### config.mk
export PLATFORM = sky130hd
export DESIGN_NAME = instr_sequencer
export DESIGN_NICKNAME = d
export VERILOG_FILES = /design/src/rtl/instr_sequencer_pkg.sv /design/src/rtl/instr_sequencer_ram.sv /design/src/rtl/instr_sequencer.sv
export SDC_FILE = /design/constraint.sdc
export NUM_CORES = 1
export LEC_CHECK = 0
export CAP_MARGIN = 20
export CORE_MARGIN = 4
export CORE_UTILIZATION = 55
export CTS_BUF_LIST = sky130_fd_sc_hd__clkbuf_8 sky130_fd_sc_hd__clkbuf_16
export CTS_CLUSTER_SIZE = 12
export DETAILED_ROUTE_END_ITERATION = 7
export PLACE_DENSITY = 0.74
export SLEW_MARGIN = 10
export SYNTH_ARGS = -nofsm -noshare
export SYNTH_HDL_FRONTEND = slang
export SYNTH_SLANG_ARGS = --single-unit
### constraint.sdc
create_clock -name clk -period 3.91 [get_ports clk]
set_clock_uncertainty 0.05 [all_clocks]
set_input_delay 0.5865 -clock clk [delete_from_list [all_inputs] [get_ports clk]]
set_output_delay 0.5865 -clock clk [all_outputs]
set_load 0.01 [all_outputs]
### src/rtl/instr_sequencer_pkg.sv
// Shared definitions for the instruction sequencer: ALU opcodes, FSM encoding and
// instruction field helpers.
package instr_sequencer_pkg;

  localparam int unsigned InstrW = 8;

  localparam logic [1:0] OP_ADD  = 2'b00;
  localparam logic [1:0] OP_NAND = 2'b01;
  localparam logic [1:0] OP_MOV  = 2'b10;
  localparam logic [1:0] OP_SWAP = 2'b11;

  typedef enum logic [1:0] {
    StIdle  = 2'b00,
    StFetch = 2'b01,
    StRun   = 2'b10,
    StDone  = 2'b11
  } state_e;

  // Instruction word layout: {op[7:6], rsv[5:4], data[3:0]}
  function automatic logic [1:0] instr_op(input logic [InstrW-1:0] w);
    return w[7:6];
  endfunction

  function automatic logic [1:0] instr_rsv(input logic [InstrW-1:0] w);
    return w[5:4];
  endfunction

  function automatic logic [3:0] instr_data(input logic [InstrW-1:0] w);
    return w[3:0];
  endfunction

endpackage

### src/rtl/instr_sequencer_ram.sv
// Program RAM: one synchronous write port, one synchronous read port with a resettable
// output register; a same-address write and read returns the new data.
module instr_sequencer_ram
  import instr_sequencer_pkg::*;
#(
  parameter int unsigned DEPTH = 16,
  parameter int unsigned AW    = 4
) (
  input  logic              clk,
  input  logic              rst_n,
  input  logic              we,
  input  logic [AW-1:0]     waddr,
  input  logic [InstrW-1:0] wdata,
  input  logic              re,
  input  logic [AW-1:0]     raddr,
  output logic [InstrW-1:0] rdata
);

  logic [InstrW-1:0] mem [DEPTH];
  logic [InstrW-1:0] rdata_q;

  always_ff @(posedge clk) begin
    if (we) begin
      mem[waddr] <= wdata;
    end
  end

  // Output register holds its value when re is low so the last word stays visible.
  always_ff @(posedge clk or negedge rst_n) begin
    if (!rst_n) begin
      rdata_q <= '0;
    end else if (re) begin
      rdata_q <= (we && (waddr == raddr)) ? wdata : mem[raddr];
    end
  end

  assign rdata = rdata_q;

endmodule

### src/rtl/instr_sequencer.sv
// Streams a stored program to the accumulator ALU, one qualified instruction per clock,
// with a program write port that is only open while the sequencer is idle or done.
module instr_sequencer
  import instr_sequencer_pkg::*;
#(
  parameter int unsigned DEPTH = 16,
  parameter int unsigned AW    = 4
) (
  input  logic              clk,
  input  logic              rst_n,
  input  logic              prog_we,
  input  logic [AW-1:0]     prog_addr,
  input  logic [InstrW-1:0] prog_data,
  input  logic [AW:0]       prog_len,
  input  logic              start,
  input  logic              stop,
  output logic [InstrW-1:0] instruction,
  output logic              instr_valid,
  output logic [AW-1:0]     pc,
  output logic              busy,
  output logic              done
);

  localparam int unsigned LenW = AW + 1;
  localparam logic [AW:0] LenMax = LenW'(DEPTH);

  state_e      state_q, state_d;
  logic [AW-1:0] pc_q, pc_d;
  logic [AW:0]   len_q, len_d;
  logic        valid_q, valid_d;
  logic        busy_q, busy_d;
  logic        done_q, done_d;

  logic          rd_en;
  logic [AW-1:0] rd_addr;
  logic          wr_en;
  logic [AW:0]   len_sat;
  logic          last;

  assign wr_en   = prog_we && ((state_q == StIdle) || (state_q == StDone));
  assign len_sat = (prog_len > LenMax) ? LenMax : prog_len;
  assign last    = ({1'b0, pc_q} == (len_q - LenW'(1)));

  instr_sequencer_ram #(
    .DEPTH(DEPTH),
    .AW   (AW)
  ) u_ram (
    .clk  (clk),
    .rst_n(rst_n),
    .we   (wr_en),
    .waddr(prog_addr),
    .wdata(prog_data),
    .re   (rd_en),
    .raddr(rd_addr),
    .rdata(instruction)
  );

  always_ff @(posedge clk or negedge rst_n) begin
    if (!rst_n) begin
      state_q <= StIdle;
      pc_q    <= '0;
      len_q   <= '0;
      valid_q <= 1'b0;
      busy_q  <= 1'b0;
      done_q  <= 1'b0;
    end else begin
      state_q <= state_d;
      pc_q    <= pc_d;
      len_q   <= len_d;
      valid_q <= valid_d;
      busy_q  <= busy_d;
      done_q  <= done_d;
    end
  end

  // Next state; the read address always points at the word to be shown next cycle.
  always_comb begin
    state_d = state_q;
    pc_d    = pc_q;
    len_d   = len_q;
    rd_en   = 1'b0;
    rd_addr = pc_q;
    unique case (state_q)
      StIdle, StDone: begin
        if (start && !stop) begin
          if (prog_len == '0) begin
            state_d = StDone;
          end else begin
            state_d = StFetch;
            len_d   = len_sat;
            pc_d    = '0;
          end
        end
      end
      StFetch: begin
        if (stop) begin
          state_d = StIdle;
        end else begin
          state_d = StRun;
          rd_en   = 1'b1;
          rd_addr = pc_q;
        end
      end
      StRun: begin
        if (stop) begin
          state_d = StIdle;
        end else if (last) begin
          state_d = StDone;
        end else begin
          pc_d    = pc_q + AW'(1);
          rd_en   = 1'b1;
          rd_addr = pc_q + AW'(1);
        end
      end
      default: state_d = StIdle;
    endcase
  end

  always_comb begin
    valid_d = (state_d == StRun);
    busy_d  = (state_d == StFetch) || (state_d == StRun);
    done_d  = (state_d == StDone);
  end

  assign instr_valid = valid_q;
  assign pc          = pc_q;
  assign busy        = busy_q;
  assign done        = done_q;

endmodule

==> run_results.csv <==
group,metric,value,unit
status,status,"completed",
clock_network,ctsHoldBuffers,0,
worst_setup_path,crit_chain,"inv_1, ha_1, nand4b_1, a21o_1, a211oi_4, nor2_1, xor2_1, buf_4, o211ai_1, and3_1, o31ai_1",
placement,dpl.cell_count,704,
synthesis,synth.distinct_cells,55,
synthesis,synth_area_leader_cell,"edfxtp_1",
sta,tightest_slew,0.8352,ns
power_and_ir_drop,cellPowerDensity,663.5,nW/um^2
layout,post-route-util,0.6582,
grt,grt_pass1_wl,25470,um
power_and_ir_drop,ir_drop,0.0003563,V
synthesis,synthMuxAreaShare,0.1651,
synthesis,synth-edff-count,128,
synthesis,synth_top_cell_area_share,0.5349,
sta,max_slew_margin,0.4411,
worst_setup_path,end_kind,"flip-flop",
worst_setup_path,rrSetupSlack,0.78,ns
floorplan,rows,41,
sta,hold_viol_final,0,
synthesis,synth-compound-area-share,0.1071,
sta,finalSetupViolCount,0,
synthesis,ys_ff_latch,150,
sta,fmax,0.3197,GHz
clock_network,cts_made_buffers,17,
worst_setup_path,cp_slowest_cell,"a211oi_4",
clock_network,clkLatencyLatePin,0.42,ns
grt,grt_pass1_vias,4631,
synthesis,synth_simple_gate_area_share,0.07226,
worst_setup_path,startpoint_type,"flip-flop",
sta,period_share,0.8001,
sta,rsz0062_at_grt,"no",
detailed_routing,ant_nets,0,
placement,placed_cell_area,7755,sq um
layout,syn_to_final_growth,16.54,%
layout,drive_gt1_frac,0.1540,
synthesis,yosys-top-cells-area,"edfxtp_1, mux2i_1, dfrtp_1",
power_and_ir_drop,p_leak,2.937,nW
sta,final.setup.tns,0,ns
layout,n_antenna_cell,0,
layout,final_area,8374,sq um
synthesis,synth_top_family_by_area,"multiplexers",
layout,fin_nets,580,
worst_setup_path,crit_path_max_incr_delay,0.47,ns
detailed_routing,viasPerCell,6.294,
grt,grt_max_degree,46,
sta,fin_crit,3.128,ns
synthesis,synthXorXnorAreaFrac,0.01201,
synthesis,syn_inst,507,
placement,place.gp.congestion,0.8881,
grt,overflow,0,
hold_path,hold_path.class,"input pin to asynchronous set/reset pin",
synthesis,yosys_warnings,0,
clock_network,clk_path_buf_depth,2,
clock_network,clk_pin_slew,0.06,ns
synthesis,async_flop_share,0.1467,
detailed_routing,drt-total-wl,16780,um
synthesis,synth.most_common_cell,"edfxtp_1",
floorplan,fp.dieH,122.3,um
worst_setup_path,cp_max_fo,20,
floorplan,die_w,122.3,um
worst_setup_path,worstPathArrival,3.41,ns
worst_setup_path,required,4.19,ns
grt,grt_usage,0.2331,
floorplan,initial_utilization,0.5648,
worst_setup_path,crit_type,"flip-flop to flip-flop",
detailed_routing,drtPass1Iterations,5,
synthesis,syn_area_per_cell,14.17,sq um
flow_run,drv_cap,0,
placement,io_buffers,36,
worst_setup_path,crit_start,"len_q[0]$_DFFE_PN0P_",
worst_setup_path,cp-endpoint,"u_ram.rdata[2]$_DFFE_PN0P_",
worst_setup_path,worstReg2RegStart,"len_q[0]$_DFFE_PN0P_",
clock_network,clockRootBuffer,"clkbuf_16",
sta,slew_viol_final,0,
detailed_routing,vias,4639,
detailed_routing,wl_per_cell,22.77,um
sta,whs,0.3856,ns
clock_network,htree_levels,4,
clock_network,cts_sinks,150,
floorplan,dieArea,14960,sq um
detailed_routing,dr.first_iter.drc_count,399,
placement,dp.final_hpwl,11020,um
worst_setup_path,path_buf_inv,2,
synthesis,ys_seq_area_frac,0.6115,
detailed_routing,drc,0,
worst_setup_path,reg2regPathDepth,11,
synthesis,synthesis.nets,535,
grt,antenna_found_initial,1,
synthesis,synth_flop_cell,"edfxtp_1",
clock_network,cts-resized-gates,0,
layout,fin_cells,737,
worst_setup_path,crit_family,"compound AO/OA/AOI/OAI gates",
synthesis,syn_area,7186,sq um
worst_setup_path,regToRegEndpoint,"u_ram.rdata[2]$_DFFE_PN0P_",
clock_network,cts_setup_buffers,0,
synthesis,synth_fa_ha_area_frac,0.01045,
worst_setup_path,path_depth,11,
floorplan,coreArea,12720,sq um
floorplan,ioPinCount,37,
synthesis,synth_common_cells,"edfxtp_1, mux2i_1, nor2_1, nand2_1, dfrtp_1",
clock_network,tritoncts,"built",
## per-layer routing
metal | vias up | global-route usage | share of wire
li1 | 2076 | - | -
met1 | 2296 | 0.3024 | 0.40
met2 | 228 | 0.3741 | 0.49
met3 | 39 | 0.06267 | 0.079
met4 | 0 | 0.09727 | 0.027
met5 | - | 0 | 0
## cell usage in the layout, fill, tap and decap left out, types with 2 or more instances in the layout
cell and n:
dfrtp_2 2, or2_2 3, xnor2_1 4, dfrtp_1 20, o21a_1 2, buf_4 15, o311a_1 6, xor2_1 4
nor3_1 6, o211ai_1 8, nor2_1 43, o21ai_0 14, bufinv_16 3, a22o_1 4, nand3_1 4, nand2_1 33
a211oi_1 9, inv_1 10, a22oi_1 21, edfxtp_1 128, mux4_2 17, clkinv_1 2, clkdlybuf4s50_1 36, a221oi_1 2
a21boi_0 2, ha_1 6, a21oi_1 8, clkbuf_8 2, clkbuf_16 17, mux2i_1 69, nand2b_1 8, a211oi_4 2
nor3_2 2, o31ai_1 7, mux2_2 10, o22ai_1 6, or3_1 2, clkinv_2 6
## layout make-up
cell class | instances | area [sq um]
clock buffer | 19 | 452.9
timing repair buffer | 52 | 500.5
fill | 954 | 4348
sequential | 150 | 4397
clock inverter | 13 | 138.9
inverter | 9 | 33.78
tap | 172 | 215.2
multi-input combinational | 322 | 2636
## power breakdown
group	internal [mW]	switching, mW
logic	0.840	1.11
clock network	1.02	0.604
registers	1.88	0.105
## worst register-to-register path: cells and delay by family (launching register included)
kind / cells / cell delay, ns
and+or+nand+nor: 3 / 0.56
AOI/OAI and AO/OA: 4 / 1.24
buffers and inverters: 2 / 0.38
adders and majority gates: 1 / 0.21
DFF: 1 / 0.43
xor gates and xnor gates: 1 / 0.18
## through the flow
step	setup WS (ns)	total power, mW
finish	0.7816	5.556
global route	0.5652	5.811
floorplan	1.206	3.360
detailed placement	0.7854	3.935
CTS	0.7928	5.553
global placement	0.8354	3.882
## state kept, by name (all words and copies together), names as in the netlist
signal       count
busy             1
u_ram.rdata      8
len_q            5
state_q          2
pc               4
done             1
instr_valid      1
u_ram.mem      128
## worst min path at each step
stage / slack (ns) / to / depth (start not counted) / startpoint
3_3_place_gp: 0.47 / u_ram.rdata[2]$_DFFE_PN0P_ / 2 / u_ram.rdata[2]$_DFFE_PN0P_
4_1_cts: 0.50 / len_q[1]$_DFFE_PN0P_ / 2 / len_q[1]$_DFFE_PN0P_
3_5_place_dp: 0.49 / len_q[1]$_DFFE_PN0P_ / 2 / len_q[1]$_DFFE_PN0P_
5_1_grt: 0.40 / state_q[0]$_DFF_PN0_ / 1 / rst_n
6_report: 0.39 / state_q[1]$_DFF_PN0_ / 1 / rst_n
2_1_floorplan: 0.24 / busy$_DFF_PN0_ / 0 / rst_n
## cells by family after synthesis
kind of cell             count (synthesis)
adder cells (fa/ha/maj)                  6
buffers and inverters                   35
AO/OA/AOI/OAI                          100
multiplexers                            96
XOR/XNOR                                 9
AND/OR/NAND/NOR                        111
flip-flops                             150
(Power assumes the default switching activity.)
